==> src/rtl/stochastic_best_gain_finder_pkg.sv <==
// Shared definitions for the best-gain search block: FSM state encoding and default widths.
package stochastic_best_gain_finder_pkg;

   typedef enum logic [1:0] {
      ST_IDLE = 2'd0,
      ST_SCAN = 2'd1,
      ST_DONE = 2'd2
   } state_e;

   localparam int DEFAULT_INDEX_WIDTH = 2;
   localparam int DEFAULT_GAIN_WIDTH  = 8;

endpackage : stochastic_best_gain_finder_pkg

==> src/rtl/stochastic_gain_compare.sv <==
// Combinational decision on whether the scanned variable becomes the new best candidate.
module stochastic_gain_compare
   import stochastic_best_gain_finder_pkg::*;
#(
   parameter int GAIN_WIDTH = DEFAULT_GAIN_WIDTH
) (
   input  logic                         enable_bit_i,
   input  logic                         found_i,
   input  logic signed [GAIN_WIDTH-1:0] gain_i,
   input  logic signed [GAIN_WIDTH-1:0] best_gain_i,
   output logic                         update_o
);

   // Strict greater-than keeps the earliest (lowest) index on ties.
   assign update_o = enable_bit_i && (!found_i || (gain_i > best_gain_i));

endmodule : stochastic_gain_compare

==> src/rtl/stochastic_best_gain_finder.sv <==
// Scans N candidate gains one per cycle and reports the enabled variable with the largest signed gain.
module stochastic_best_gain_finder
   import stochastic_best_gain_finder_pkg::*;
#(
   parameter int MAXIMUM_BIT_WIDTH_OF_VARIABLES_INDEX = DEFAULT_INDEX_WIDTH,
   parameter int GAIN_WIDTH                          = DEFAULT_GAIN_WIDTH
) (
   input  logic                                           in_clk,
   input  logic                                           in_reset_n,
   input  logic                                           in_enable,
   input  logic [2**MAXIMUM_BIT_WIDTH_OF_VARIABLES_INDEX-1:0] in_variables_enable,
   input  logic signed [GAIN_WIDTH-1:0]                   in_gain,
   output logic [MAXIMUM_BIT_WIDTH_OF_VARIABLES_INDEX-1:0] out_gain_read_index,
   output logic [MAXIMUM_BIT_WIDTH_OF_VARIABLES_INDEX-1:0] out_best_variable_index,
   output logic signed [GAIN_WIDTH-1:0]                   out_best_gain,
   output logic                                           out_found,
   output logic                                           out_done
);

   localparam int IW = MAXIMUM_BIT_WIDTH_OF_VARIABLES_INDEX;
   localparam logic [IW-1:0] LAST_IDX = '1;

   state_e                       state_q, state_d;
   logic [IW-1:0]                idx_q, idx_d;
   logic [IW-1:0]                best_idx_q, best_idx_d;
   logic signed [GAIN_WIDTH-1:0] best_gain_q, best_gain_d;
   logic                         found_q, found_d;
   logic                         done_q, done_d;
   logic                         update;

   stochastic_gain_compare #(
      .GAIN_WIDTH (GAIN_WIDTH)
   ) u_compare (
      .enable_bit_i (in_variables_enable[idx_q]),
      .found_i      (found_q),
      .gain_i       (in_gain),
      .best_gain_i  (best_gain_q),
      .update_o     (update)
   );

   always_comb begin
      // NOTE: every next-state signal gets a hold default first so no path through the case infers a latch.
      state_d     = state_q;
      idx_d       = idx_q;
      best_idx_d  = best_idx_q;
      best_gain_d = best_gain_q;
      found_d     = found_q;
      done_d      = done_q;

      case (state_q)
         ST_IDLE: begin
            if (in_enable) begin
               state_d     = ST_SCAN;
               idx_d       = '0;
               best_idx_d  = '0;
               best_gain_d = '0;
               found_d     = 1'b0;
               done_d      = 1'b0;
            end
         end
         ST_SCAN: begin
            if (!in_enable) begin
               // Abort discards the partial search entirely.
               state_d     = ST_IDLE;
               idx_d       = '0;
               best_idx_d  = '0;
               best_gain_d = '0;
               found_d     = 1'b0;
               done_d      = 1'b0;
            end else begin
               if (update) begin
                  best_idx_d  = idx_q;
                  best_gain_d = in_gain;
                  found_d     = 1'b1;
               end
               if (idx_q == LAST_IDX) begin
                  state_d = ST_DONE;
                  idx_d   = '0;
                  done_d  = 1'b1;
               end else begin
                  idx_d = idx_q + IW'(1);
               end
            end
         end
         ST_DONE: begin
            if (!in_enable) begin
               state_d = ST_IDLE;
               done_d  = 1'b0;
            end
         end
         default: begin
            state_d = ST_IDLE;
            idx_d   = '0;
            done_d  = 1'b0;
         end
      endcase
   end

   // NOTE: state registers use non-blocking assignments so all flops update together on the edge.
   always_ff @(posedge in_clk or negedge in_reset_n) begin
      if (!in_reset_n) begin
         state_q     <= ST_IDLE;
         idx_q       <= '0;
         best_idx_q  <= '0;
         best_gain_q <= '0;
         found_q     <= 1'b0;
         done_q      <= 1'b0;
      end else begin
         state_q     <= state_d;
         idx_q       <= idx_d;
         best_idx_q  <= best_idx_d;
         best_gain_q <= best_gain_d;
         found_q     <= found_d;
         done_q      <= done_d;
      end
   end

   assign out_gain_read_index     = idx_q;
   assign out_best_variable_index = best_idx_q;
   assign out_best_gain           = best_gain_q;
   assign out_found               = found_q;
   assign out_done                = done_q;

endmodule : stochastic_best_gain_finder

==> config.mk <==
export PLATFORM = sky130hd
export DESIGN_NAME = stochastic_best_gain_finder
export DESIGN_NICKNAME = d
export VERILOG_FILES = /design/src/rtl/stochastic_best_gain_finder_pkg.sv /design/src/rtl/stochastic_gain_compare.sv /design/src/rtl/stochastic_best_gain_finder.sv
export SDC_FILE = /design/constraint.sdc
export NUM_CORES = 1
export LEC_CHECK = 0
export CORE_MARGIN = 2
export CORE_UTILIZATION = 25
export DETAILED_ROUTE_END_ITERATION = 12
export GPL_TIMING_DRIVEN = 0
export HOLD_SLACK_MARGIN = 0.08
export PLACE_DENSITY = 0.58
export SLEW_MARGIN = 15
export SYNTH_ARGS = -nofsm -noshare
export SYNTH_HDL_FRONTEND = slang
export SYNTH_HIERARCHICAL = 1
export SYNTH_SLANG_ARGS = --single-unit
export TNS_END_PERCENT = 5
==> constraint.sdc <==
create_clock -name in_clk -period 2.23 [get_ports in_clk]
set_input_delay 0.446 -clock in_clk [delete_from_list [all_inputs] [get_ports in_clk]]
set_output_delay 0.446 -clock in_clk [all_outputs]
set_load 0.05 [all_outputs]
# Word-level counts from Yosys, hierarchy flattened
# Cells that the tools add are included.
# classes
n_addsub	1
mul	0
div	0
magnitude_cmp	2
n_eq_ne	7
n_shift	0
muxes	26
bitwise_logic	1
n_reduce_logical	8
# ops
cell	n
two-way mux 8 bit	3
two-way mux 2 bit	9
one-hot mux 8 bit (2 select lines)	1
one-hot mux 2 bit (3 select lines)	2
greater-than comparator 8 bit	1
two-way mux 1 bit	7
AND reduction 3 bit	2
equality test 2 bit, second input constant	2
inequality test 2 bit, second input constant	2
one-hot mux 2 bit (2 select lines)	1
< comparator 2 x 3 -> 1 bit, second input constant	1
inequality test 3 x 2 -> 1 bit, second input constant	1
inequality test 3 bit, second input constant	1
one-hot mux 1 bit (3 select lines)	1
adder 2 x 1 -> 2 bit, second input constant	1
binary-select mux 1 bit (select 2 bit)	1
equality test 2 x 1 -> 1 bit, second input constant	1
logical NOT 2 bit	1
one-hot mux 1 bit (2 select lines)	1
AND reduction 2 bit	1
nonzero test 2 bit	1
logical AND 1 bit	1
logical NOT 1 bit	1
logical OR 1 bit	1
NOT 1 bit	1
# totals
regBits	16
latchBits	0
mem_bits_rw	0
romBits	0
input_bits	15
out_inout_bits	14
mem_count	0

# Longest topological paths before layout
# logic_depth
word_depth	6
depth_mapped	10
mapped_depth_nobuf	9

# By module
# The synthesis kept the hierarchy.
# modules_own_cells
mod	n_inst	cells_each	area_per_inst_um2	seq_area_each_um2
stochastic_best_gain_finder	1	79	739.5	375.4
stochastic_gain_compare	1	30	215.2	0.0

# Least setup slack after synthesis
# OpenSTA, ideal clock, no wires.
# synth_path
path_type	register to register
startpoint	register best_gain_q[1], in the netlist out_best_gain[1]
endpoint	register best_gain_q[1], in the netlist out_best_gain[1]
arrival_time_ps	2125
required_time_ps	2095
path_slack_ps	-29
path_stages_with_launch	11
n_path_buf	1
synth_period_minus_slack_ps	2259
path_cell_list	dfrtp_1 > inv_1 > ha_1 > nor2b_1 > o211ai_2 > a21oi_1 > o311a_1 > nor2b_1 > buf_2 > a21oi_1 > o21ai_0
# synth_between
elab_chain_cells	5
# synth_rtl
element	line_no	rtl
start: declaration	stochastic_best_gain_finder.sv:26	logic signed [GAIN_WIDTH-1:0] best_gain_q, best_gain_d;
start signal: assignment	stochastic_best_gain_finder.sv:112	best_gain_q <= best_gain_d;
greater-than comparator 8 bit	stochastic_gain_compare.sv:15	assign update_o = enable_bit_i && (!found_i || (gain_i > best_gain_i));
logical OR 1 bit	stochastic_gain_compare.sv:15	
logical AND 1 bit	stochastic_gain_compare.sv:15	
named net update	stochastic_best_gain_finder.sv:29	logic update;
inequality test 3 x 2 -> 1 bit (no line)	-	
AND reduction 3 bit (no line)	-	
# The timed path passes the listed nets, and every way through them passes these cells.
# A chain may end at the register's enable or synchronous reset.

# Worst setup path after layout
# layout_path
startpoint	input in_gain[5]
endpoint	register best_idx_q[0], in the netlist out_best_variable_index[0]
# layout_between
elab_chain_cells	5
# layout_rtl
element	line_no	rtl
start: declaration	stochastic_best_gain_finder.sv:12	input logic signed [GAIN_WIDTH-1:0] in_gain,
greater-than comparator 8 bit	stochastic_gain_compare.sv:15	
logical OR 1 bit	stochastic_gain_compare.sv:15	
logical AND 1 bit	stochastic_gain_compare.sv:15	
named net update	stochastic_best_gain_finder.sv:29	
inequality test 3 x 2 -> 1 bit (no line)	-	
AND reduction 3 bit (no line)	-	
end signal: assignment	stochastic_best_gain_finder.sv:111	best_idx_q <= best_idx_d;
end: declaration	stochastic_best_gain_finder.sv:25	logic [IW-1:0] best_idx_q, best_idx_d;
# The timed path passes the listed nets, and every way through them passes these cells.

==> out/results.txt <==
CTS tree -> yes
max incr delay on CP -> 0.43 ns
Final Hold Fails -> 0
top post-synthesis cells by area -> dfrtp_1 (39%), ha_1 (12%), nor2b_1 (8.5%)
Vias -> 881
Post-Syn Instances -> 109
Pre-antenna DRT Iters -> 4
critical path class -> primary input to flip-flop
routed vias/inst -> 4.64
Bufs and invs on worst path -> 2
clock root buffer -> clkbuf_8
leakage power total -> 0.000566 uW
Die Wd -> 65.8 microns
pre-CTS WS -> -0.375 ns
hold depth -> 2
critical path required time -> 2.35 ns
first-pass GRT wire length -> 3.75 mm
Worst Setup Start Kind -> primary input
Setup Skew -> 0.000632 ns
slew margin rel. -> 51.8%
later-pin clock latency in the skew report -> 0.25 ns
total gr overflow -> 0
Seq cells post-synth -> 15
CP startpoint -> in_gain[5]
clock-pin slew on the worst setup and hold paths -> 0.06 ns
GRT met1 Usage -> 14.9%
Port-buffer cells -> 28
sequential fraction of the synthesis area -> 39.3%
Total Nets Final -> 167
Inserted Clock Buffers -> 3
Synth Net Count -> 133
Yosys top cell area share -> 39.3%
Slew Viols, Final -> 0
setup TNS -> 0 ns
setup ws final -> 0.0717 ns
Worst Max-Slew Pin Slew -> 0.720 ns
row cnt -> 22
largest buffer count on any clock path -> 2
Reg-to-Reg Start -> out_best_gain[1]
most frequent cells in the layout -> clkdlybuf4s50_1 (27), nand2_1 (16), dfrtp_1 (14), a21oi_1 (13), nor2b_1 (11)
worst vdd ir -> 0.319 mV
num ports -> 29
post-synthesis async set-or-reset flop share -> 100%
Post-synth EDFFs -> 0
pin count of the biggest net entering global routing -> 16
Max Fclk -> 0.463 GHz
CP arrival -> 2.28 ns
HP Start -> out_best_variable_index[1]
CP delay by family, top -> compound AO/OA/AOI/OAI gates
worst hold path endpoint -> out_best_variable_index[1]
fin crit share -> 96.8%
met3 Usage GRT -> 4.26%
Top FF cell, synth -> dfrtp_1
Die H -> 65.8 microns
# fillers -> 372
Antenna diodes -> 0
WL per Instance -> 12.4 microns
vias in the first global route -> 841
met2 Track Usage GR -> 17.8%
CP Max Fanout -> 5
Tmin final -> 2.16 ns
status -> complete, no violations
Sink Count -> 15
area grow syn2layout -> 44.7%
FF-to-FF setup slack -> 0.18 ns
hold slack -> 0.521 ns
initial antenna violation count -> 0
WL final -> 2.36 mm
number of remaining DRC errors -> 0
crit path cell chain -> clkdlybuf4s50_1 -> ha_1 -> a21oi_2 -> nor2b_1 -> o311a_1 -> nor2b_4 -> buf_4 -> a21oi_1 -> o21ai_1
Worst path slowest cell -> clkdlybuf4s50_1
setup bufs post-CTS -> 0
layout cell share with drive strength beyond 1 -> 12.0%
Core Area -> 3660 sq um
Total Die Area -> 4330 sq um
r2r endpoint -> out_best_variable_index[0]
Routed Antenna Nets -> 0
synth unique cells -> 23
Power Total -> 823 uW
mean area per synthesized cell -> 8.76 sq um
GRT Util Overall -> 11.2%
H-tree depth -> 1
area leader, netlist -> dfrtp_1
reg2reg path depth -> 10
Syn Std Cell Area -> 955 sq um
Power per Cell Area -> 596 nW/um^2
Placer Congestion -> 0.687
max-cap viol count -> 0
CP endpoint kind -> flip-flop
Finish-stage setup viols -> 0
initial cell density of the core -> 26.1%
most common cell after layout, fill and taps aside -> clkdlybuf4s50_1
DP Wirelength -> 1.66 mm
worst hold path type -> flip-flop to flip-flop
warnings from Yosys -> 6
GRT Max-Usage Layer -> met2
DR iter-0 viols -> 27
## through the flow
step / cell area (sq um) / util (%) / std cells
3_3_place_gp: 1300 / 35.4 / 185
5_1_grt: 1380 / 37.7 / 190
3_5_place_dp: 1300 / 35.4 / 185
4_1_cts: 1350 / 36.9 / 190
6_report: 1380 / 37.7 / 190
2_1_floorplan: 956 / - / 109
## state kept, by name (all words and copies together), names as in the netlist
signal	count
out_best_gain	8
out_best_variable_index	2
out_found	1
out_gain_read_index	2
state_q	2
## area by class of cell
class                   instances  area [sq um]  area share [%]
multi-input cells              80           549            39.8
flip-flops and latches         15           377            27.3
repair buffers                 29           287            20.7
well taps                      48          60.1            4.35
clock buffers                   3          41.3            2.99
inverters                       9          33.8            2.45
plain buffers                   5          28.8            2.08
clock inverters                 1          5.00           0.362
## layer usage
metal,vias to the layer above,wire [microns]
li1,436,-
met3,2,152
met2,23,1160
met1,420,1050
met5,-,0
met4,0,7
## power breakdown
part / switching (uW) / leakage (uW) / internal [uW] / total (uW)
logic: 162 / 0.000340 / 122 / 284
clock network: 104 / 0.0000255 / 124 / 228
registers: 20.2 / 0.000201 / 291 / 311
total: 286 / 0.000566 / 537 / 823
## repair_timing
action                     4_1_cts  5_1_grt
hold buffers                     0        0
setup endpoints to repair       11       11
resized for setup                5        8
pin swaps                        2        2
cloned                           1        0
## worst register-to-register path, cell delays in order (launching register included)
cell      delay, ns
dfrtp_2        0.38
inv_1          0.05
ha_1           0.29
nor2b_2        0.16
o211ai_2       0.13
a21oi_1        0.08
o311a_1        0.30
nor2b_4        0.14
buf_4          0.16
a21oi_1        0.15
o21ai_1        0.07
## how the worst max path moves through the flow
stage / endpoint / slack [ns] / cells after the start
after floorplan: out_best_gain[1] / 0.05 / 9
after global placement: out_best_variable_index[1] / -0.35 / 10
after detailed placement: out_best_gain[1] / -0.38 / 10
after CTS: out_best_gain[1] / 0.01 / 9
after global routing: out_best_gain[1] / -0.009 / 9
final: out_best_variable_index[0] / 0.07 / 9
## cell usage after synthesis, drive strengths merged, types with 2 or more instances
library cell  count
buf               3
a21oi            14
nand2            16
nand4             2
nor2              2
nor2b            13
dfrtp            15
nand3b            2
ha                9
clkbuf            2
o21ai            12
inv               9
## cells by family after synthesis
family                   after synthesis  share of synthesized area [%]
AO/OA/AOI/OAI                         30                           17.4
adder cells (fa/ha/maj)                9                           11.8
buffers and inverters                 14                           5.90
flip-flops                            15                           39.3
multiplexers                           2                           3.41
AND/OR/NAND/NOR                       39                           22.1
(Power assumes the default switching activity.)
